`config.mk`:
```
export PLATFORM = sky130hd
export DESIGN_NAME = sample_iterator
export DESIGN_NICKNAME = d
export VERILOG_FILES = /design/src/rtl/sample_iterator.sv
export SDC_FILE = /design/constraint.sdc
export NUM_CORES = 1
export LEC_CHECK = 0
export ABC_AREA = 0
export CORE_AREA = 8 8 280 282
export DETAILED_ROUTE_END_ITERATION = 8
export DIE_AREA = 0 0 288 290
export HOLD_SLACK_MARGIN = 0.05
export SLEW_MARGIN = 15
export SYNTH_ARGS = -nofsm -noshare
export SYNTH_HDL_FRONTEND = slang
export SYNTH_SLANG_ARGS = --single-unit
export TNS_END_PERCENT = 10
```
`constraint.sdc`:
```
create_clock -name clk -period 8.3 [get_ports clk]
set_input_delay 1.66 -clock clk [delete_from_list [all_inputs] [get_ports clk]]
set_output_delay 1.66 -clock clk [all_outputs]
set_load 0.05 [all_outputs]
```
`src/rtl/sample_iterator.sv`:
```
// sample_iterator: walks the snapped bounding box of one triangle in raster
// order, emitting one sample location per clock to the sample-test stage.
// Upstream is held (halt) while a triangle is being iterated.
module sample_iterator #(
  parameter int SIGFIG = 24,
  parameter int RADIX  = 10,
  parameter int VERTS  = 3,
  parameter int AXIS   = 3,
  parameter int COLORS = 3
) (
  input  logic                            clk,
  input  logic                            rst,
  input  logic [SIGFIG*VERTS*AXIS-1:0]    tri_R13S,
  input  logic [SIGFIG*COLORS-1:0]        color_R13U,
  input  logic [SIGFIG*4-1:0]             box_R13S,
  input  logic                            validTri_R13H,
  input  logic [3:0]                      subSample_RnnnnU,
  output logic                            halt_RnnnnH,
  output logic [SIGFIG*VERTS*AXIS-1:0]    tri_R14S,
  output logic [SIGFIG*COLORS-1:0]        color_R14U,
  output logic [2*SIGFIG-1:0]             sample_R14S,
  output logic                            validSamp_R14H
);

  typedef enum logic {WAIT, TEST} state_t;

  localparam logic [SIGFIG-1:0] ONE     = {{(SIGFIG-1){1'b0}}, 1'b1};
  localparam logic [SIGFIG-1:0] STEP_1  = ONE << RADIX;
  localparam logic [SIGFIG-1:0] STEP_4  = ONE << (RADIX - 1);
  localparam logic [SIGFIG-1:0] STEP_16 = ONE << (RADIX - 2);
  localparam logic [SIGFIG-1:0] STEP_64 = ONE << (RADIX - 3);

  state_t              state_reg;
  logic [SIGFIG-1:0]   llx_reg;
  logic [SIGFIG-1:0]   urx_reg;
  logic [SIGFIG-1:0]   ury_reg;
  logic [SIGFIG-1:0]   step_reg;

  logic [SIGFIG-1:0]   step_sel;
  logic [SIGFIG-1:0]   in_llx, in_lly, in_urx, in_ury;
  logic                degenerate;
  logic [SIGFIG-1:0]   cur_x, cur_y;
  logic signed [SIGFIG:0] next_x, next_y;
  logic                x_over, y_over;

  // Step size from the MSAA mode; anything not one-hot falls back to 1 spp.
  always_comb begin
    step_sel = STEP_1;
    case (subSample_RnnnnU)
      4'b0001: step_sel = STEP_1;
      4'b0010: step_sel = STEP_4;
      4'b0100: step_sel = STEP_16;
      4'b1000: step_sel = STEP_64;
      default: step_sel = STEP_1;
    endcase
  end

  // Unpack the incoming box and flag boxes with no samples (LL beyond UR).
  always_comb begin
    in_llx     = box_R13S[0*SIGFIG +: SIGFIG];
    in_lly     = box_R13S[1*SIGFIG +: SIGFIG];
    in_urx     = box_R13S[2*SIGFIG +: SIGFIG];
    in_ury     = box_R13S[3*SIGFIG +: SIGFIG];
    degenerate = ($signed(in_llx) > $signed(in_urx)) ||
                 ($signed(in_lly) > $signed(in_ury));
  end

  // Next-position arithmetic one bit wider than the coordinates so a box
  // edge near the positive limit cannot wrap into negative space.
  always_comb begin
    cur_x  = sample_R14S[0 +: SIGFIG];
    cur_y  = sample_R14S[SIGFIG +: SIGFIG];
    next_x = $signed({cur_x[SIGFIG-1], cur_x}) + $signed({1'b0, step_reg});
    next_y = $signed({cur_y[SIGFIG-1], cur_y}) + $signed({1'b0, step_reg});
    x_over = next_x > $signed({urx_reg[SIGFIG-1], urx_reg});
    y_over = next_y > $signed({ury_reg[SIGFIG-1], ury_reg});
  end

  // Iteration FSM with registered halt/valid outputs.
  always_ff @(posedge clk or negedge rst) begin
    if (!rst) begin
      state_reg      <= WAIT;
      llx_reg        <= '0;
      urx_reg        <= '0;
      ury_reg        <= '0;
      step_reg       <= '0;
      halt_RnnnnH    <= 1'b0;
      validSamp_R14H <= 1'b0;
      tri_R14S       <= '0;
      color_R14U     <= '0;
      sample_R14S    <= '0;
    end else begin
      case (state_reg)
        WAIT: begin
          if (validTri_R13H && !degenerate) begin
            tri_R14S       <= tri_R13S;
            color_R14U     <= color_R13U;
            llx_reg        <= in_llx;
            urx_reg        <= in_urx;
            ury_reg        <= in_ury;
            step_reg       <= step_sel;
            sample_R14S    <= {in_lly, in_llx};
            validSamp_R14H <= 1'b1;
            halt_RnnnnH    <= 1'b1;
            state_reg      <= TEST;
          end
        end
        TEST: begin
          if (x_over) begin
            if (y_over) begin
              // Current sample was the last one in the box.
              validSamp_R14H <= 1'b0;
              halt_RnnnnH    <= 1'b0;
              state_reg      <= WAIT;
            end else begin
              sample_R14S <= {next_y[SIGFIG-1:0], llx_reg};
            end
          end else begin
            sample_R14S[0 +: SIGFIG] <= next_x[SIGFIG-1:0];
          end
        end
        default: state_reg <= WAIT;
      endcase
    end
  end

endmodule

```
=== After elaboration in Yosys (flattened, before gate mapping) ===
Index checks and enable logic that the tools add are counted.

* Add/sub/neg operators: 2
* Order comparisons: 4
* Equality and inequality tests: 8
* Muxes and demuxes: 14
* Bitwise operators: 1
* Reductions and logical operators: 7

{| class="wikitable"
|+ Operators by type and width
! kind !! count
|-
| $mux 48 || 2
|-
| $pmux 48 s2 || 1
|-
| $add 24x25->25 || 2
|-
| $gt 25x24->1 || 2
|-
| $gt 24x24->1 || 2
|-
| $mux 24 || 2
|-
| $pmux 11 s3 || 1
|-
| $mux 1 || 6
|-
| $reduce_and 3->1 || 2
|-
| $eq 4x2->1 const B || 1
|-
| $eq 4x3->1 const B || 1
|-
| $eq 4x4->1 const B || 1
|-
| $ne 2x1->1 const B || 2
|-
| $ne 2x2->1 const B || 2
|-
| $pmux 1 s2 || 2
|-
| $reduce_and 2->1 || 2
|-
| $ne 3x3->1 const B || 1
|-
| $logic_and 1x1->1 || 1
|-
| $logic_not 1->1 || 1
|-
| $logic_or 1x1->1 || 1
|-
| $not 1->1 || 1
|}

* Bits in registers: 434
* Input port bits: 391
* Output and inout bits: 338
* Word-level logic and storage cells: 46

=== Logic depth before layout (Yosys ltp) ===
Gate-level depths: netlist of the first run.

* Depth after elaboration: 6
* Mapped depth: 19

=== Worst setup path after synthesis of the first run ===
OpenSTA, ideal clock, no wires.

* Kind: flip-flop to flip-flop
* Start point: register sample_R14S[31]
* End point: register sample_R14S[44]
* Setup time: 0.126 ns
* Arrival time: 4.312 ns
* Data required time: 8.174 ns
* Slack: 3.862 ns
* Stages on the path, launching flop included: 18
* Path buffers: 1
* Clock period less this slack: 4.438 ns
* Cell sequence: dfrtp_1 ha_1 fa_1 a211oi_1 nor4_1 and3_1 clkbuf_1 nand3_1 xnor2_1 ha_1 nand3_1 nor2_1 nand4_1 and4_1 a211oi_2 nand3_2 a21o_1 a221o_1

* Cells in the longest elaborated chain, start to end: 4

{| class="wikitable"
|+ RTL lines
! what !! RTL line !! RTL
|-
| start: declaration || 21 || <nowiki>output logic [2*SIGFIG-1:0] sample_R14S,</nowiki>
|-
| start signal: assignment || 102 || <nowiki>sample_R14S <= {in_lly, in_llx};</nowiki>
|-
| start signal: assignment || 116 || <nowiki>sample_R14S <= {next_y[SIGFIG-1:0], llx_reg};</nowiki>
|-
| start signal: indexed assignment || 119 || <nowiki>sample_R14S[0 +: SIGFIG] <= next_x[SIGFIG-1:0];</nowiki>
|-
| $add 24x25->25 (*) || 74 || <nowiki>next_y = $signed({cur_y[SIGFIG-1], cur_y}) + $signed({1'b0, step_reg});</nowiki>
|-
| $gt 25x24->1 / $mux 48 (equally long branches) || 76, 110 ||
|-
| $ne 2x2->1 (no source line) / $mux 24 (equally long branches) || - ||
|-
| $reduce_and 3->1 (no source line) / $pmux 48 s2 (equally long branches) || - ||
|}

Mark *: on every way between the ends. The rest lies on a longest branch, timed or not. The select of a mux whose other input is x is not followed.
A chain may end at the register's enable or synchronous reset.

=== Final worst setup path of the first run ===
* Start point: register sample_R14S[7]
* End point: register sample_R14S[44]

* Cells in the longest elaborated chain, start to end: 4

{| class="wikitable"
|+ RTL lines
! what !! RTL line !! RTL
|-
| $add 24x25->25 || 73 || <nowiki>next_x = $signed({cur_x[SIGFIG-1], cur_x}) + $signed({1'b0, step_reg});</nowiki>
|-
| $gt 25x24->1 || 75 || <nowiki>x_over = next_x > $signed({urx_reg[SIGFIG-1], urx_reg});</nowiki>
|-
| $ne 2x1->1 (no source line) || - ||
|-
| $reduce_and 3->1 (no source line) || - ||
|}

No other way between the ends.

==> results.md, run 1 <==
- Syn. warnings: 0
- Cell breakdown of the critical path: ha_1 -> inv_1 -> fa_1 -> nor2b_1 -> o21ai_0 -> a21oi_1 -> nand2_1 -> xnor2_1 -> ha_1 -> and4_1 -> nor4bb_1 -> o221ai_1 -> o211ai_1 -> and2_1 -> nand3_2 -> a21o_1 -> a221o_1
- Final WS setup: 2.494 ns
- Vias: around 15000
- Non-Filler Instances: 3299
- CP max-delay cell: nand3_2
- Vias in the first global route: 16485
- Mux share of post-synthesis cell area: 22.98%
- Global-route wire length before repair: between 100000 and 150000 um
- Top_reg_cell synth: dfrtp_1
- Post-synthesis compound-gate area fraction: 7.562%
- Met3 wire length: 7428 um
- CTS tree: yes
- Largest Register: tri_R14S
- Mean routed wirelength per cell: 22.82 um
- Max-Cap Viols: 0
- Regs by FF count: tri_R14S: 216 flops, color_R14U: 72 flops, sample_R14S: 48 flops
- CTS Buf Count: between 40 and 50
- Top Metal Used: met5
- Synth Cell Area: around 20000 um^2
- Hold WS: about 0.48 ns
- Synth cell types: 72
- DR WL met2: 36020 um
- Endpoints failing setup: 0
- Drt initial violations: 786
- Highest-count cells in the layout ignoring fill and taps: clkdlybuf4s50_1 (727), dfrtp_1 (414), mux2_4 (200)
- Largest stage delay on the critical path: 0.69 ns
- #FFs+latches synth: 414
- Die Area: 83520 um^2
- Routability-driven placement congestion ratio: between 0.8 and 0.9
- Layout Nets: 2783
- Delay-heaviest family, CP: simple AND/OR/NAND/NOR gates
- WP data required: ~9 ns
- Input/output buffers: between 700 and 800
- Setup bufs post-CTS: 0
- Worst reg-to-reg setup slack: approximately 2.5 ns
- Pleak: around 13 nW
- Placement Rows: 100
- Pwr/cell area: roughly 470 nW/um^2
- Sequential fraction of the synthesis area: 50.57%
- Status: completed
- Pre-Repair DR Iteration Count: 5
- Hold endpoint: llx_reg[0]
- RR Endpoint: sample_R14S[44]
- Worst path bufs/invs: 1
- Simple logic cell fraction of the synthesized area: 5.491%
- Most used cell, CP: ha_1
- Final min period: roughly 5.8 ns
- Worst-Margin Slew: 1.090 ns
- Fmax: 0.1722 GHz
- R2R depth: 17
- Pin count of the biggest net entering global routing: 144
- Largest cells by area after synthesis: dfrtp_1 (51%), mux2_4 (15%), mux2_2 (6.8%), ha_1 (6.5%), o21ai_0 (2.2%)
- Clk sink count: 414
- Commonest non-fill, non-tap cell in the layout: clkdlybuf4s50_1
- Total gr overflow: 0
- Worst R2R Start: sample_R14S[7]
- Crit path max fanout: 18
- Cell taking the most area after synthesis: dfrtp_1
- Number of instances in the placed design: ~3200
- Unrepaired setup endpoints after global routing: false
- Area fraction of the dominant cell type after synthesis: 50.57%
- # DRC: 0
- Worst-Skew Late Latency: 0.57 ns
- Max FFs per register: 216
- H-tree levels: 2
- Worst EP arrival: 6.24 ns
- Core footprint: 73820 um^2
- Die Y: 290 um
- Hold Path Class: reg -> reg
- Slew Limit Fails: 0
- Post-CTS Hold Buffers: 0
- Syn Inst Count: roughly 1600
- Net Count, Synth: 2055
- Final Hold Viols: 0
- Post-synth ARST share: 100.0%
- Crit start category: flop
- Met1 wire length: around 29000 um
- CTS clk-pin slew, worst paths: 0.06 ns
- Slew margin rel.: 26.84%
- Tcrit/Tclk final: 69.95%
- Filler cells: 6941
- IO Count: around 730
- Peak supply drop: 0.2819 mV
- Crit path kind: reg -> reg
- Total track usage: 17.27%
- Starting Density: 27.75%
- Initial antenna violation count: 16
- Core Util, Final: 40.91%
- DR vias/cell: 4.667
- EDFF count, synth: 0
- Deepest clock path buffer count: 3
- Main combinational cell family by area after synthesis: multiplexers
- Cells on Worst Hold Path: 2
- Antenna-violating nets left: 0
- Clock Skew: approximately 0.018 ns
- XOR/XNOR share of the synthesized area: roughly 1.3%
- Cts repair resizes: 0
- Dpl hpwl: ~58000 um
- Adder-cell share of the synthesized area: 6.670%
- Crit path capture type: flop
- Dpl ws: approximately 2.0 ns
- Avg Inst Size Synth: 13.16 um^2
- DRT Wirelength: roughly 75000 um
- HP Start: llx_reg[0]
- Layout cells sized above 1: 18.87%
- Fin Setup TNS: 0 ns
- CTS Root Buffer Type: clkbuf_16
- Die X-Extent: 288 um
- Area Growth Syn to Fin: 47.43%
==> worst min-delay path: stages, from the launching register on <==
cell and delay (ns):
dfrtp_1 0.34, nand2_1 0.05, nand2_1 0.06
==> worst max-delay path by stage <==
| stage | start | slack (ns) | endpoint | cells after the start |
|---|---|---|---|---|
| floorplan | sample_R14S[31] | 3.86 | sample_R14S[44] | 17 |
| global placement | box_R13S[47] | 1.98 | color_R14U[70] | 9 |
| global route | sample_R14S[7] | 2.12 | sample_R14S[20] | 17 |
| finish | sample_R14S[7] | 2.49 | sample_R14S[44] | 17 |
| detailed placement | box_R13S[47] | 1.96 | color_R14U[63] | 9 |
| CTS | sample_R14S[7] | 2.46 | sample_R14S[44] | 17 |
==> metrics by stage <==
step	cell area (um^2)	power [mW]
3_5_place_dp	28500	12.06
2_1_floorplan	20480	9.046
3_3_place_gp	28500	11.95
6_report	30200	14.27
5_1_grt	30190	15.00
4_1_cts	30180	14.42
==> logic make-up (layout without fill, tap and decap cells) <==
family	count (synthesis)	after routing
flip-flops	414	414
multiplexers	355	355
AO/OA/AOI/OAI	241	241
AND/OR/NAND/NOR	227	227
buffers and inverters	180	945
adder cells (fa/ha/maj)	108	108
XOR/XNOR	31	31
other	0	9
==> per-layer routing <==
layer,track usage [%],vias to the layer above
li1,-,6991
met5,0,-
met3,6.769,135
met4,6.313,10
met1,19.96,7637
met2,28.75,624
==> synthesized netlist by cell type, types with 3 or more instances <==
master / n
o22ai_1: 4
a21o_1: 8
nor3_1: 5
nand2_1: 111
and4_1: 7
nor2b_1: 7
mux2_2: 123
buf_2: 14
nand3_1: 15
ha_1: 106
inv_1: 112
o32ai_1: 5
dfrtp_1: 414
a22oi_1: 10
buf_12: 20
o211a_1: 4
a211o_1: 4
buf_4: 15
nor2_1: 25
a21oi_1: 48
o211ai_1: 7
a211oi_1: 10
a2bb2oi_1: 8
xnor2_1: 21
a31oi_1: 9
mux2i_1: 32
clkbuf_1: 16
nand4_1: 22
o21a_1: 6
o21ai_0: 90
xor2_1: 10
and3_1: 14
mux2_4: 200
nand2b_1: 3
==> power breakdown <==
part | internal, mW | switching [mW] | leakage [nW] | total, mW
sequential | 3.03 | 0.664 | 4.98 | 3.70
clock | 1.37 | 0.887 | 0.832 | 2.26
combinational | 3.18 | 5.14 | 7.33 | 8.32
==> area by class of cell <==
cell class / instances / area [um^2] / area share (%)
diodes: 9 / 22.52 / 0.07457
clock buffers: 64 / 1361 / 4.507
clock inverters: 23 / 315.3 / 1.044
inverters: 112 / 420.4 / 1.392
multi-input cells: 962 / 9020 / 29.87
flip-flops and latches: 414 / 10360 / 34.30
well taps: 969 / 1212 / 4.014
repair buffers: 746 / 7490 / 24.80
No activity file was read; power rests on OpenSTA's default activity.
==> inputs of run 2 (changes only) <==
clock period = 4.9 ns   (was 8.3 ns; I/O delays follow)
==> run 2 against run 1 <==
  * Critical path type unchanged
  * Cell area rose by 1.1%
  * Die area unchanged
  * Maximum frequency grew 29%
  * Wire length is 0.52% higher
  * Via count is the same
  * Register-to-register slack lost 2.1 ns
  * Critical path depth unchanged
  * Clock-buffer cell count is 11 higher
  * Flip-flop and latch count unchanged
  * Worst hold slack lost 0.072 ns
  * Cell count increased by 0.73%
  * Highest routed layer unchanged
  * First-iteration DRC count shrank 0.89%
==> results.md, run 2 (synthesis gave the netlist of run 1 again) <==
- Status: completed (unchanged)
- Total track usage: 17.39% (was 17.27%)
- Post-DP Area: 28830 um^2 (was 28500 um^2)
- Clk sink count: 414 (unchanged)
- Peak supply drop: 0.4928 mV (was 0.2819 mV)
- Pleak: 13.30 nW (was 13.14 nW)
- Crit path kind: reg -> reg (unchanged)
- Hold WS: 0.4096 ns (was 0.4819 ns)
- Mean routed wirelength per cell: 22.77 um (was 22.82 um)
- Setup crit end: sample_R14S[22] (was sample_R14S[44])
- Vias: 15397 (unchanged)
- Post-CTS Hold Buffers: 0 (unchanged)
- Vias in the first global route: 16390 (was 16485)
- Die X-Extent: 288 um (unchanged)
- Final min period: 4.515 ns (was 5.806 ns)
- Final Hold Viols: 0 (unchanged)
- Design Power: 24.37 mW (was 14.27 mW)
- WP data required: 5.36 ns (was 8.74 ns)
- R2R depth: 17 (unchanged)
- # DRC: 0 (unchanged)
- Area Growth Syn to Fin: 49.08% (was 47.43%)
- Pre-Repair DR Iteration Count: 6 (was 5)
- IO Count: 729 (unchanged)
- Fin Setup TNS: 0 ns (unchanged)
- DR vias/cell: 4.633 (was 4.667)
- Clock Skew: 0.01271 ns (was 0.01832 ns)
- Highest-count cells in the layout ignoring fill and taps: clkdlybuf4s50_1 (727), dfrtp_1 (414), mux2_4 (200) (unchanged)
- Die Area: 83520 um^2 (unchanged)
- Crit. Startpoint: sample_R14S[7] (unchanged)
- Core Util, Final: 41.37% (was 40.91%)
- Combinational power share: 58.4% (was 58.3%)
- Endpoints failing setup: 0 (unchanged)
- DRT Wirelength: 75660 um (was 75270 um)
- Number of instances in the placed design: 3230 (was 3203)
- Clk pwr share: 15.7% (was 15.8%)
- Slew Limit Fails: 0 (unchanged)
- Layout Nets: 2812 (was 2783)
- Non-Filler Instances: 3323 (was 3299)
- Pint: 12.97 mW (was 7.581 mW)
- CTS Root Buffer Type: clkbuf_16 (unchanged)
- Worst R2R Start: sample_R14S[7] (unchanged)
- Final WS setup: 0.3845 ns (was 2.494 ns)
- Layout cells sized above 1: 19.69% (was 18.87%)
- Pwr/cell area: 797.9 nW/um^2 (was 472.5 nW/um^2)
- Switching share of power: 46.77% (was 46.88%)
- Max-Cap Viols: 0 (unchanged)
- RR Endpoint: sample_R14S[22] (was sample_R14S[44])
- Crit path max fanout: 6 (was 18)
- Net Sw Power: 11.40 mW (was 6.690 mW)
- Worst-Skew Late Latency: 0.57 ns (about the same)
- Worst EP arrival: 4.98 ns (was 6.24 ns)
- CTS tree: yes (unchanged)
- Worst reg-to-reg setup slack: 0.38 ns (was 2.49 ns)
- Drt initial violations: 779 (was 786)
- Input/output buffers: 728 (unchanged)
- Crit path capture type: flop (unchanged)
- Initial antenna violation count: 4 (was 16)
- Flop pwr share: 25.9% (about the same)
- Tcrit/Tclk final: 92.15% (was 69.95%)
- Global-route wire length before repair: 111600 um (was 110400 um)
- Starting Density: 27.75% (unchanged)
- Regs by FF count: tri_R14S: 216 flops, color_R14U: 72 flops, sample_R14S: 48 flops (unchanged)
- Max FFs per register: 216 (unchanged)
- Pin count of the biggest net entering global routing: 98 (was 144)
- Slew margin rel.: 37.58% (was 26.84%)
- Commonest non-fill, non-tap cell in the layout: clkdlybuf4s50_1 (unchanged)
- Hold Path Class: in -> async (was reg -> reg)
- Unrepaired setup endpoints after global routing: false (unchanged)
- CTS clk-pin slew, worst paths: 0.06 ns (about the same)
- Worst-Margin Slew: 0.9127 ns (was 1.090 ns)
- Crit start category: flop (unchanged)
- Routability-driven placement congestion ratio: 0.8893 (was 0.8706)
- Total gr overflow: 0 (unchanged)
- H-tree levels: 2 (unchanged)
- Die Y: 290 um (unchanged)
- Dpl hpwl: 59890 um (was 58340 um)
- Fmax: 0.2215 GHz (was 0.1722 GHz)
- Antenna-violating nets left: 0 (unchanged)
- Largest Register: tri_R14S (unchanged)
- CTS Buf Count: 50 (was 48)
- Dpl ws: 0.1196 ns (was 1.958 ns)
- Finished Cell Area: 30540 um^2 (was 30200 um^2)
- Deepest clock path buffer count: 3 (unchanged)
- Placement Rows: 100 (unchanged)
- Core footprint: 73820 um^2 (unchanged)
[run 2: repair_timing]
action                     4_1_cts  5_1_grt
setup endpoints to repair        0       21
buffers inserted                 0        0
gates resized for setup          0        4
[run 2: area by class of cell]
class                      count  area (um^2)
timing repair buffer         773         7818
clock buffer                  75         1455
inverter                     112        420.4
antenna                        3        7.507
multi-input combinational    962         9032
clock inverter                15        232.7
tap                          969         1212
fill                        6899        43280
sequential                   414        10360
[run 2: worst min path at each step]
stage	start	to	slack, ns	cells past startpoint
finish	rst	tri_R14S[127]	0.41	1
global placement	llx_reg[22]	llx_reg[22]	0.48	2
detailed placement	llx_reg[22]	llx_reg[22]	0.48	2
floorplan	llx_reg[0]	llx_reg[0]	0.45	2
CTS	rst	tri_R14S[127]	0.43	1
global route	rst	tri_R14S[127]	0.45	1
[run 2: worst max-delay path, cell delays in order, from the launching register on]
cell	delay, ns
dfrtp_1	0.39
ha_1	0.22
inv_1	0.06
fa_1	0.40
nor2b_1	0.12
o21ai_0	0.14
a21oi_2	0.32
nand2_1	0.11
xnor2_1	0.16
ha_1	0.30
and4_1	0.21
nor4bb_1	0.39
o221ai_1	0.19
o211ai_1	0.18
and2_1	0.31
nand2_1	0.17
a21oi_2	0.35
mux2_2	0.38
[run 2: per-layer routing]
layer	track usage [%]	part of all wire, %	vias up	wire length (um)
met2	29.95	48	588	36620
met3	5.706	8.8	93	6660
met5	0	0.012	-	9
met1	20.79	41	7668	30840
li1	-	-	7046	-
met4	4.217	2.0	2	1534
[run 2: power by group through the flow]
stage | clock network (mW) | logic (mW) | registers [mW]
CTS | 3.94 | 14.3 | 6.32
finish | 3.82 | 14.2 | 6.31
global placement | 0 | 14.2 | 6.28
detailed placement | 0 | 14.2 | 6.35
floorplan | 0 | 4.30 | 11.0
global route | 4.07 | 15.0 | 6.53
==> inputs of run 3 (changes only) <==
SKIP_CTS_REPAIR_TIMING = 1   (was unset)
==> results of run 3 <==
Same layout as run 2: the final DEF is identical, and so are final timing and power.
